`src/rtl/dmem_arb_pkg.sv`:
```
// rtl/dmem_arb_pkg.sv - shared types and constants for the data-memory arbiter
package dmem_arb_pkg;

  typedef enum logic [1:0] {
    IDLE  = 2'd0,
    ISSUE = 2'd1,
    HOLD  = 2'd2,
    RESP  = 2'd3
  } state_t;

  localparam logic REQ_CORE    = 1'b0;
  localparam logic REQ_DBG     = 1'b1;
  localparam int   DWORD_BYTES = 8;

endpackage

```
`src/rtl/dmem_arbiter_rr_arb2.sv`:
```
// rtl/dmem_arbiter_rr_arb2.sv - combinational 2-way round-robin pick
module rr_arb2
  import dmem_arb_pkg::*;
(
  input  logic req0,
  input  logic req1,
  input  logic last_grant,
  output logic valid,
  output logic winner
);

  always_comb begin
    valid  = req0 | req1;
    winner = REQ_CORE;
    if (req0 && req1) begin
      winner = ~last_grant;
    end else if (req1) begin
      winner = REQ_DBG;
    end
  end

endmodule

```
`src/rtl/dmem_arbiter.sv`:
```
// rtl/dmem_arbiter.sv - two-requester arbiter for the 64-byte doubleword data memory
// Optional DMEM_ARB_STATS_EN adds saturating grant/error counters.
module dmem_arbiter
  import dmem_arb_pkg::*;
#(
  parameter int ADDR_W    = 64,
  parameter int DATA_W    = 64,
  parameter int MEM_BYTES = 64
) (
  input  logic              clk,
  input  logic              reset,
  input  logic              req0,
  input  logic              req1,
  input  logic              we0,
  input  logic              we1,
  input  logic [ADDR_W-1:0] addr0,
  input  logic [ADDR_W-1:0] addr1,
  input  logic [DATA_W-1:0] wdata0,
  input  logic [DATA_W-1:0] wdata1,
  output logic              gnt0,
  output logic              gnt1,
  output logic              rvalid0,
  output logic              rvalid1,
  output logic [DATA_W-1:0] rdata,
  output logic              err,
  output logic [ADDR_W-1:0] Mem_Addr,
  output logic [DATA_W-1:0] Write_Data,
  output logic              MemRead,
  output logic              MemWrite,
  input  logic [DATA_W-1:0] ReadData
`ifdef DMEM_ARB_STATS_EN
  ,
  output logic [31:0]       grant_cnt0,
  output logic [31:0]       grant_cnt1,
  output logic [15:0]       err_cnt
`endif
);

  localparam int                LSB_W     = $clog2(DWORD_BYTES);
  localparam logic [ADDR_W-1:0] LAST_ADDR = ADDR_W'(MEM_BYTES - DWORD_BYTES);

  state_t              state, state_n;
  logic                arb_valid, arb_winner;
  logic                load_en, cap_en;
  logic                last_grant;
  logic                id_q, we_q, legal_q;
  logic [ADDR_W-1:0]   addr_q;
  logic [DATA_W-1:0]   wdata_q;
  logic [ADDR_W-1:0]   addr_sel;
  logic                legal_sel;

  rr_arb2 u_rr_arb2 (
    .req0       (req0),
    .req1       (req1),
    .last_grant (last_grant),
    .valid      (arb_valid),
    .winner     (arb_winner)
  );

  assign addr_sel  = arb_winner ? addr1 : addr0;
  assign legal_sel = (addr_sel[LSB_W-1:0] == '0) && (addr_sel <= LAST_ADDR);

  always_ff @(posedge clk) begin
    if (reset) begin
      state <= IDLE;
    end else begin
      state <= state_n;
    end
  end

  always_comb begin
    state_n = state;
    load_en = 1'b0;
    cap_en  = 1'b0;
    gnt0    = 1'b0;
    gnt1    = 1'b0;
    rvalid0 = 1'b0;
    rvalid1 = 1'b0;
    err     = 1'b0;
    MemRead = 1'b0;
    MemWrite = 1'b0;
    case (state)
      IDLE: begin
        if (arb_valid) begin
          load_en = 1'b1;
          state_n = ISSUE;
        end
      end
      ISSUE: begin
        gnt0     = (id_q == REQ_CORE);
        gnt1     = (id_q == REQ_DBG);
        MemRead  = legal_q & ~we_q;
        MemWrite = legal_q & we_q;
        state_n  = HOLD;
      end
      HOLD: begin
        cap_en  = 1'b1;
        state_n = RESP;
      end
      RESP: begin
        rvalid0 = (id_q == REQ_CORE);
        rvalid1 = (id_q == REQ_DBG);
        err     = ~legal_q;
        // Chaining straight into ISSUE keeps back-to-back accesses at 3 cycles.
        if (arb_valid) begin
          load_en = 1'b1;
          state_n = ISSUE;
        end else begin
          state_n = IDLE;
        end
      end
      default: state_n = IDLE;
    endcase
  end

  always_ff @(posedge clk) begin
    if (reset) begin
      last_grant <= REQ_DBG;
      id_q       <= REQ_CORE;
      we_q       <= 1'b0;
      legal_q    <= 1'b0;
      addr_q     <= '0;
      wdata_q    <= '0;
      rdata      <= '0;
    end else begin
      if (load_en) begin
        last_grant <= arb_winner;
        id_q       <= arb_winner;
        we_q       <= arb_winner ? we1 : we0;
        addr_q     <= addr_sel;
        wdata_q    <= arb_winner ? wdata1 : wdata0;
        legal_q    <= legal_sel;
      end
      // Stores and rejected accesses complete with zero data.
      if (cap_en) begin
        rdata <= (legal_q && !we_q) ? ReadData : '0;
      end
    end
  end

  assign Mem_Addr   = addr_q;
  assign Write_Data = wdata_q;

`ifdef DMEM_ARB_STATS_EN
  always_ff @(posedge clk) begin
    if (reset) begin
      grant_cnt0 <= '0;
      grant_cnt1 <= '0;
      err_cnt    <= '0;
    end else begin
      if (gnt0 && (grant_cnt0 != '1)) grant_cnt0 <= grant_cnt0 + 32'd1;
      if (gnt1 && (grant_cnt1 != '1)) grant_cnt1 <= grant_cnt1 + 32'd1;
      if ((rvalid0 || rvalid1) && err && (err_cnt != '1)) err_cnt <= err_cnt + 16'd1;
    end
  end
`endif

endmodule

```
`config.mk`:
```
export PLATFORM = sky130hd
export DESIGN_NAME = dmem_arbiter
export DESIGN_NICKNAME = d
export VERILOG_FILES = /design/src/rtl/dmem_arb_pkg.sv /design/src/rtl/dmem_arbiter_rr_arb2.sv /design/src/rtl/dmem_arbiter.sv
export SDC_FILE = /design/constraint.sdc
export NUM_CORES = 1
export LEC_CHECK = 0
export ABC_AREA = 0
export CORE_AREA = 2 2 201 203
export DETAILED_ROUTE_END_ITERATION = 7
export DIE_AREA = 0 0 203 205
export PLACE_DENSITY = 0.63
export SLEW_MARGIN = 10
export SYNTH_ARGS = -nofsm -noshare
export SYNTH_HDL_FRONTEND = slang
export SYNTH_SLANG_ARGS = --single-unit
```
`constraint.sdc`:
```
create_clock -name clk -period 2.4 [get_ports clk]
set_input_delay 0.48 -clock clk [delete_from_list [all_inputs] [get_ports clk]]
set_output_delay 0.48 -clock clk [all_outputs]
set_load 0.05 [all_outputs]
```
==> flow_summary.ini <==
[status]
status = completed

[cts]
cts_setup_buffers = 0
clk_path_buf_depth = 2
numCtsBuffers = 17
ctsResizeCount = 0
cts_max_level = 4
cts_tree = yes
cts_sinks = 198
cts.clk_slew.worst_paths_ps = 80
hold_buffers = 0
clock_latency_ps = 450
root_buffer = clkbuf_16

[floorplanning]
die_h_um = 205
initial_utilization_pct = 22.2
coreArea_sq_um = 39400
dieWidth_um = 203
die-area_sq_um = 41600
rows = 73
ios = 525

[route]
wirelength_um = 35200
viasPerCell = 4.43
drc = 0
route.vias.total = 8815
avgRoutedWirePerCell_um = 17.7
detail_route.first_pass.iterations = 5
drtIter0Drc = 389
antenna_left = 0

[placed_design]
dpl.hpwl_um = 27700
placed_area_sq_um = 14800
io_buffers = 524
dp_slack_ps = 22.4
gp_congestion = 0.870

[worst_setup_path]
max_stage_delay_ps = 850
crit_type = flop to primary output
rr_endpoint = Write_Data[1]$_SDFFE_PP0P_
startpoint = Write_Data[58]$_SDFFE_PP0P_
cp.depth = 1
crit_slowest_cell = clkdlybuf4s50_1
r2r_cells = 7
critPathBufInv = 1
end_kind = primary output
critical_path.cell_chain = clkdlybuf4s50_1
worstPathRequired_ps = 1920
critPathCapture = Write_Data[58]
regToRegSetupSlack_ps = 490
cp.arrival_ps = 1700
r2r_start = state[0]$_SDFFE_PP0P_
path_max_fanout = 2
crit_family = buffers and inverters
critPathLaunchType = flop

[worst_hold_path]
hold_class = input port to flop
hp-start = reset

[grt]
grt_pass1_wl_um = 51700
grt_max_degree = 65
grt.total_usage_pct = 16.3
grt_pass1_vias = 8791
grt_overflow_total = 0
antenna_found_initial = 0

[synth]
avgSynthCellArea_sq_um = 9.31
synth_top_area_share_pct = 45.4
ys_types = 37
syn_inst = 938
yosys.area.top_type = dfxtp_1
ys_warn_count = 0
synth_nets = 1268
ys_seq_area_share_pct = 45.4
ys_ff_latch = 198
synth_area_leaders = dfxtp_1 45%, mux2i_1 15%, a211oi_1 9.5%
syn_area_sq_um = 8730

[timing]
finalSetupViolCount = 0
hold_violations = 0
skew_ps = 9.70
fmax_ghz = 0.459
rsz0062_at_grt = no
slew_viol_final = 0
min_period_ps = 2180
holdWs_ps = 452
fin_crit_sh_pct = 90.7
finalSetupTns_ps = 0
worst_pin_slew_ps = 853
max_slew_margin_pct = 43.1
setup_slack_ps = 224

[finish]
final_common_cell = clkdlybuf4s50_1
fin_area_sq_um = 15400
area_delta_synth_final_pct = 75.9
most-common-layout-cells = 516 x clkdlybuf4s50_1, 198 x dfxtp_1, 197 x nor2_1, 130 x mux2i_1, 110 x a211oi_1
drive_gt1_share_pct = 7.92
nets = 1782

[power]
leakagePower_uw = 0.00575
power_density_nw_per_um2 = 1010
ir_worst_vdd_mv = 0.610

[run]
cap_violations = 0
==> logic make-up (layout without fill, tap and decap cells) <==
family                     after synthesis  after routing  synth area share (%)
and+or+nand+nor                        321            321                  17.3
AOI/OAI and AO/OA                      204            204                  16.8
DFF                                    198            198                  45.4
muxes                                  130            130                  14.9
buffers and inverters                   81            608                  5.03
adders and majority gates                4              4                 0.573
other                                    0              1                     0
==> worst min-delay path by stage <==
stage                     slack [ps]                     endpoint  cells past startpoint
after floorplan                  480        state[1]$_SDFFE_PP0P_                      2
after global placement           490     Mem_Addr[0]$_SDFFE_PP0P_                      2
after detailed placement         490  Write_Data[49]$_SDFFE_PP0P_                      2
after CTS                        420            id_q$_SDFFE_PP0P_                      2
after global routing             460            id_q$_SDFFE_PP0P_                      2
final                            450            id_q$_SDFFE_PP0P_                      2
==> metal layers <==
metal	share of wire [%]	track usage (%)	vias to the layer above
met2	49	27.9	324
met1	42	19.9	4081
li1	-	-	4374
met5	0	0	-
met4	2.2	5.68	0
met3	6.6	4.01	36
==> registers in the layout, summed over array words and instances (netlist names) <==
name / cells
legal_q: 1
id_q: 1
state: 2
rdata: 64
last_grant: 1
Write_Data: 64
we_q: 1
Mem_Addr: 64
==> power breakdown <==
group	total, uW	switching [uW]	internal [uW]
clock	2990	1470	1510
sequential	4540	447	4090
combinational	8050	5080	2970
total	15600	7000	8580
==> cell usage after synthesis (all sizes together) <==
master / n
a211oi: 129
nor2b: 69
a221o: 1
inv: 2
and4: 1
nand4: 5
mux2i: 130
nor3: 4
a21boi: 1
ha: 4
a21oi: 66
or2: 1
a31o: 1
nand3: 3
dfxtp: 198
clkbuf: 45
o21ai: 3
and2: 2
or3: 2
a31oi: 2
buf: 34
a2111oi: 1
nor3b: 1
nand2b: 1
and3b: 1
nor4: 28
nor2: 198
and3: 1
nand2: 4
==> cell type report <==
type / instances / area, sq um
fill: 3925 / 24000
tap: 525 / 657
inverter: 2 / 7.51
antenna: 1 / 2.50
clock inverter: 14 / 165
sequential: 198 / 3960
multi-input combinational: 659 / 4350
timing repair buffer: 574 / 5780
clock buffer: 18 / 439
==> through the flow <==
stage	power (uW)	instances	utilization (%)
6_report	15600	1991	39.0
3_5_place_dp	12700	1958	37.5
3_3_place_gp	12600	1958	37.5
5_1_grt	16400	1990	39.0
2_1_floorplan	9560	938	-
4_1_cts	15800	1990	39.0
Note: power is estimated with default switching activity, not from simulation.
